===== config.mk =====
export PLATFORM = sky130hd
export DESIGN_NAME = memory_write_access
export DESIGN_NICKNAME = d
export VERILOG_FILES = /design/src/rtl/memory_write_access.sv
export SDC_FILE = /design/constraint.sdc
export NUM_CORES = 1
export LEC_CHECK = 0
export CELL_PAD_IN_SITES_DETAIL_PLACEMENT = 0
export CELL_PAD_IN_SITES_GLOBAL_PLACEMENT = 1
export CORE_ASPECT_RATIO = 0.9
export CORE_MARGIN = 1.5
export CORE_UTILIZATION = 37
export CTS_CLUSTER_DIAMETER = 80
export DETAILED_ROUTE_END_ITERATION = 7
export PLACE_DENSITY = 0.87
export SETUP_SLACK_MARGIN = 0.1
export SYNTH_ARGS = -nofsm -noshare
export SYNTH_HDL_FRONTEND = slang
export SYNTH_SLANG_ARGS = --single-unit

===== constraint.sdc =====
create_clock -name CLK -period 3.3 [get_ports CLK]
set_input_delay 0.66 -clock CLK [delete_from_list [all_inputs] [get_ports CLK]]
set_output_delay 0.66 -clock CLK [all_outputs]
set_load 0.05 [all_outputs]

===== src/rtl/memory_write_access.sv =====
// Store-side memory controller: splits a 48-bit request into 1-3 sequential
// 16-bit beats to the kernel (K) or picture (P) memory, then holds HANDSHAKE.
module memory_write_access #(
    parameter int unsigned ADDR_W      = 32,
    parameter int unsigned DATA_W      = 48,
    parameter int unsigned WORD_W      = 16,
    parameter int unsigned WAIT_CYCLES = 0
) (
    input  logic              CLK,
    input  logic              RESET_N,
    input  logic              ENABLE,
    input  logic [2:0]        CTRL,
    input  logic [ADDR_W-1:0] ADDRESS,
    input  logic [DATA_W-1:0] WRITE_DATA,
    output logic              HANDSHAKE,
    output logic              MEM_WE_K,
    output logic              MEM_WE_P,
    output logic [ADDR_W-1:0] MEM_ADDRESS,
    output logic [WORD_W-1:0] MEM_WDATA
);

    typedef enum logic [1:0] {IDLE, WRITE, GAP, DONE} state_t;

    state_t            state, state_next;
    logic [DATA_W-1:0] data_q;
    logic              target;
    logic [1:0]        last_idx;
    logic [1:0]        idx;
    logic [1:0]        idx_next;
    logic [3:0]        cnt;
    logic              advance;
    logic [WORD_W-1:0] beat_next;
    logic [ADDR_W-1:0] address_q;
    logic [WORD_W-1:0] wdata_q;

    always_comb begin
        state_next = state;
        case (state)
            IDLE:  if (ENABLE) state_next = WRITE;
            WRITE: begin
                if (!ENABLE)                state_next = IDLE;
                else if (idx == last_idx)   state_next = DONE;
                else if (WAIT_CYCLES == 0)  state_next = WRITE;
                else                        state_next = GAP;
            end
            GAP: begin
                if (!ENABLE)        state_next = IDLE;
                else if (cnt == 4'd1) state_next = WRITE;
            end
            DONE:  if (!ENABLE) state_next = IDLE;
            default: state_next = IDLE;
        endcase
    end

    // Moving to the following beat, either back-to-back or at the end of a gap.
    assign advance  = (state == WRITE || state == GAP) && state_next == WRITE;
    assign idx_next = idx + 2'd1;

    always_comb begin
        beat_next = data_q[WORD_W-1:0];
        case (idx_next)
            2'd1:    beat_next = data_q[WORD_W +: WORD_W];
            2'd2:    beat_next = data_q[2*WORD_W +: WORD_W];
            default: beat_next = data_q[WORD_W-1:0];
        endcase
    end

    always_ff @(posedge CLK or negedge RESET_N) begin
        if (!RESET_N) begin
            state     <= IDLE;
            data_q    <= '0;
            target    <= 1'b0;
            last_idx  <= '0;
            idx       <= '0;
            cnt       <= '0;
            address_q <= '0;
            wdata_q   <= '0;
        end else begin
            state <= state_next;
            if (state == IDLE && ENABLE) begin
                data_q    <= WRITE_DATA;
                target    <= CTRL[0];
                last_idx  <= (CTRL[2:1] == 2'b11) ? 2'd2 : CTRL[2:1];
                idx       <= '0;
                address_q <= ADDRESS;
                wdata_q   <= WRITE_DATA[WORD_W-1:0];
            end
            if (state == WRITE && state_next == GAP)
                cnt <= 4'(WAIT_CYCLES);
            else if (state == GAP)
                cnt <= cnt - 4'd1;
            if (advance) begin
                idx       <= idx_next;
                address_q <= address_q + ADDR_W'(1);
                wdata_q   <= beat_next;
            end
            // Address/data buses return to zero whenever the controller goes idle.
            if (state != IDLE && state_next == IDLE) begin
                address_q <= '0;
                wdata_q   <= '0;
            end
        end
    end

    assign HANDSHAKE   = (state == DONE);
    assign MEM_WE_K    = (state == WRITE) && !target;
    assign MEM_WE_P    = (state == WRITE) && target;
    assign MEM_ADDRESS = address_q;
    assign MEM_WDATA   = wdata_q;

endmodule


==> results.cfg, run 1 <==
[run_status]
status = finished, final reports clean

[placement]
place_congestion = 0.8689
dp_hpwl_um = 11160
dp_cells = 923
io_buffers = 136

[critical_path]
crit_chain = inv_1 > ha_1 > and4bb_2 > nor4b_4 > o31ai_1 > o21a_1 > buf_4 > nand2_1 > o211ai_1
crit_family = compound AO/OA/AOI/OAI gates
crit_slowest_cell = o21a_1
critical_path.n_buffers_inverters = 2
crit_arrival_ns = 3.14
max_stage_delay_ns = 0.74
cp-start-kind = flip-flop
r2r_setup_slack_ns = 0.44
endpoint_kind = flip-flop
worst-path-max-fanout = 21
critical_path_class = flip-flop to flip-flop
crit_required_ns = 3.58

[timing]
fmax_mhz = 349.7
period_minus_slack_ns = 2.860
drv_slew = 0
finalCritPeriodShare_pct = 86.66
hold_viol_final = 0
setup_viol = 0
skew_ns = 0.006489
worst_pin_slew_ns = 1.118
setup_tns_ns = 0
rsz0062_at_grt = false
slew-limit-headroom_pct = 25.16

[logic_synthesis]
synth_nets = 714
seq_area_frac_synth_pct = 49.00
synth_edf_count = 0
syn-cell-area_um2 = 5464
ys_ff_latch = 107
yosys_warnings = 0
synth_top_area_share_pct = 49.00
async_flop_share_pct = 100.0
yosys_most_used_dff = dfrtp_1
syn_inst = 618
synth_top_area_cell = dfrtp_1
synth_area_per_cell_um2 = 8.841
netlist_top_cells_area = dfrtp_1, nand2_1, a221o_1
synth.distinct_cells = 56

[clocking]
cts_buffers = 9
clock-sinks = 107
cts_max_path_buffers = 2
cts-resized-gates = 0
cts_tree = built
ctsHtreeMaxLevel = 3
postCtsHoldBufs = 0
clk_latency_ns = 0.36
path_clk_slew_ns = 0.07
cts_setup_buffers = 0
cts_root_buf = clkbuf_16

[routing]
vias = 5033
wirelength_um = 16000
ant_nets = 0
drt_pass1_iterations = 8
drcViolationCount = 0
via_per_inst = 5.360
post_drt_wl_per_cell_um = 17.04
initialDrtViolationCount = 368

[floorplanning]
num_rows = 41
core_um2 = 14210
die_h_um = 118.3
die-area_um2 = 15510
die_w_um = 131.1
num_io_pins = 137
start_util_pct = 38.45

[finish]
register_area_um2 = 2678
fillCellCount = 1335
mostFrequentLayoutCells = nand2_1, clkdlybuf4s50_1, dfrtp_1, nand3_1, nor3_1
finalNetCount = 837
layout.cells.non_filler = 939
syn2layout_area_growth_pct = 33.71
multi_input_area_um2 = 2575
antenna_cells = 0
final_common_cell = nand2_1
drive_above_1_share_pct = 6.032

[power_and_ir_drop]
power_density_nw_per_um2 = 988.8
leakage_uw = 0.003184
ir_worst_vdd_mv = 0.4955

[global_route]
antenna_found_initial = 1
grt_max_degree = 70
gr-usage-all-layers_pct = 21.50
overflow = 0
grt_pass1_wl_um = 25920
grt_pass1_vias = 5052

[flow_run]
maxCapViolCount = 0

[min_path]
hold_class = input port to asynchronous set/reset pin
[through the flow]
step           util (%)  area [µm²]  setup WS [ns]  hold WS (ns)  power (µW)
5_1_grt           51.41        7306         0.2041        0.3126        7716
4_1_cts           51.41        7306         0.4204        0.2953        7279
3_3_place_gp      49.44        7025         0.2427        0.4576        6050
3_5_place_dp      49.44        7025         0.1061        0.4635        6194
6_report          51.41        7306         0.4403        0.2872        7224
2_1_floorplan         -        5464         0.8514        0.3644        4959
[cells in the mapped netlist (3+ instances only)]
master,n
a21o_1,8
a21oi_1,17
a221o_1,20
a22o_1,16
and2_1,4
and3_1,8
buf_2,12
buf_6,3
clkbuf_1,19
dfrtp_1,107
ha_1,10
inv_1,9
nand2_1,206
nand3_1,34
nor2_1,14
nor2b_1,4
nor3_1,23
nor3b_1,4
nor4_1,6
o211ai_1,22
o21ai_0,21
or3_1,7
xnor2_1,5
[logic make-up (layout without fill, tap and decap cells)]
| family | after synthesis | count (layout) | synth area share (%) |
|---|---|---|---|
| buf+inv | 47 | 175 | 3.984 |
| mux | 1 | 1 | 0.1832 |
| compound gates | 120 | 120 | 16.30 |
| fa+ha+maj | 10 | 10 | 2.290 |
| flops | 107 | 107 | 49.00 |
| simple gates | 327 | 327 | 27.27 |
| xor+xnor | 6 | 6 | 0.9618 |
[registers in the layout, indices dropped and copies added (netlist names)]
name	count
data_q	48
state	2
cnt	4
MEM_WDATA	16
idx	2
target	1
MEM_ADDRESS	32
last_idx	2
[layout make-up]
class	instances	area share (%)
multi-input combinational	464	35.25
sequential	107	36.65
clock inverter	4	0.4624
clock buffer	12	3.374
tap	193	3.305
timing repair buffer	149	20.45
inverter	10	0.5138
[worst paths after layout]
| kind | start | end | cells past startpoint |
|---|---|---|---|
| setup / recovery | state[0] | MEM_WDATA[0] | 9 |
| hold / removal | RESET_N | MEM_ADDRESS[20] | 1 |
| setup reg to reg | state[0] | MEM_WDATA[0] | 9 |
| hold reg to reg | data_q[39] | data_q[39] | 2 |
| max in group asynchronous | RESET_N | MEM_ADDRESS[28] | 2 |
| min in group CLK | data_q[39] | data_q[39] | 2 |
[where the power goes]
part	switching (µW)	internal [µW]
combinational	2410	1440
sequential	458	1870
clock	511	541
total	3380	3840
[metal layers]
metal	global-route usage (%)	vias to the layer above	share of wire, %
li1	-	2412	-
met1	28.97	2402	45
met2	34.06	201	46
met3	5.976	16	7.5
met4	5.288	2	0.89
met5	0	-	0.081
[worst reg2reg max path, stage by stage, from the launching register on]
cell and delay (ns):
dfrtp_1 0.43, inv_1 0.13, ha_1 0.34, and4bb_2 0.30
nor4b_4 0.07, o31ai_1 0.30, o21a_1 0.74, buf_4 0.30
nand2_1 0.08, o211ai_1 0.09
Power figures use the tool's default switching activity.
==> run 2: changes to the inputs <==
==> constraint.sdc (replaced) <==
create_clock -name CLK -period 3.3 [get_ports CLK]
set_input_delay 0.66 -clock CLK [delete_from_list [all_inputs] [get_ports CLK]]
set_output_delay 0.66 -clock CLK [all_outputs]
set_load 0.01 [all_outputs]
==> results of run 2 <==
Same layout as run 1 (identical final DEF). Status: finished, final reports clean.
Among the figures that moved: total power 7224 µW -> 6587 µW; worst IR drop on VDD 0.4955 mV -> 0.4914 mV
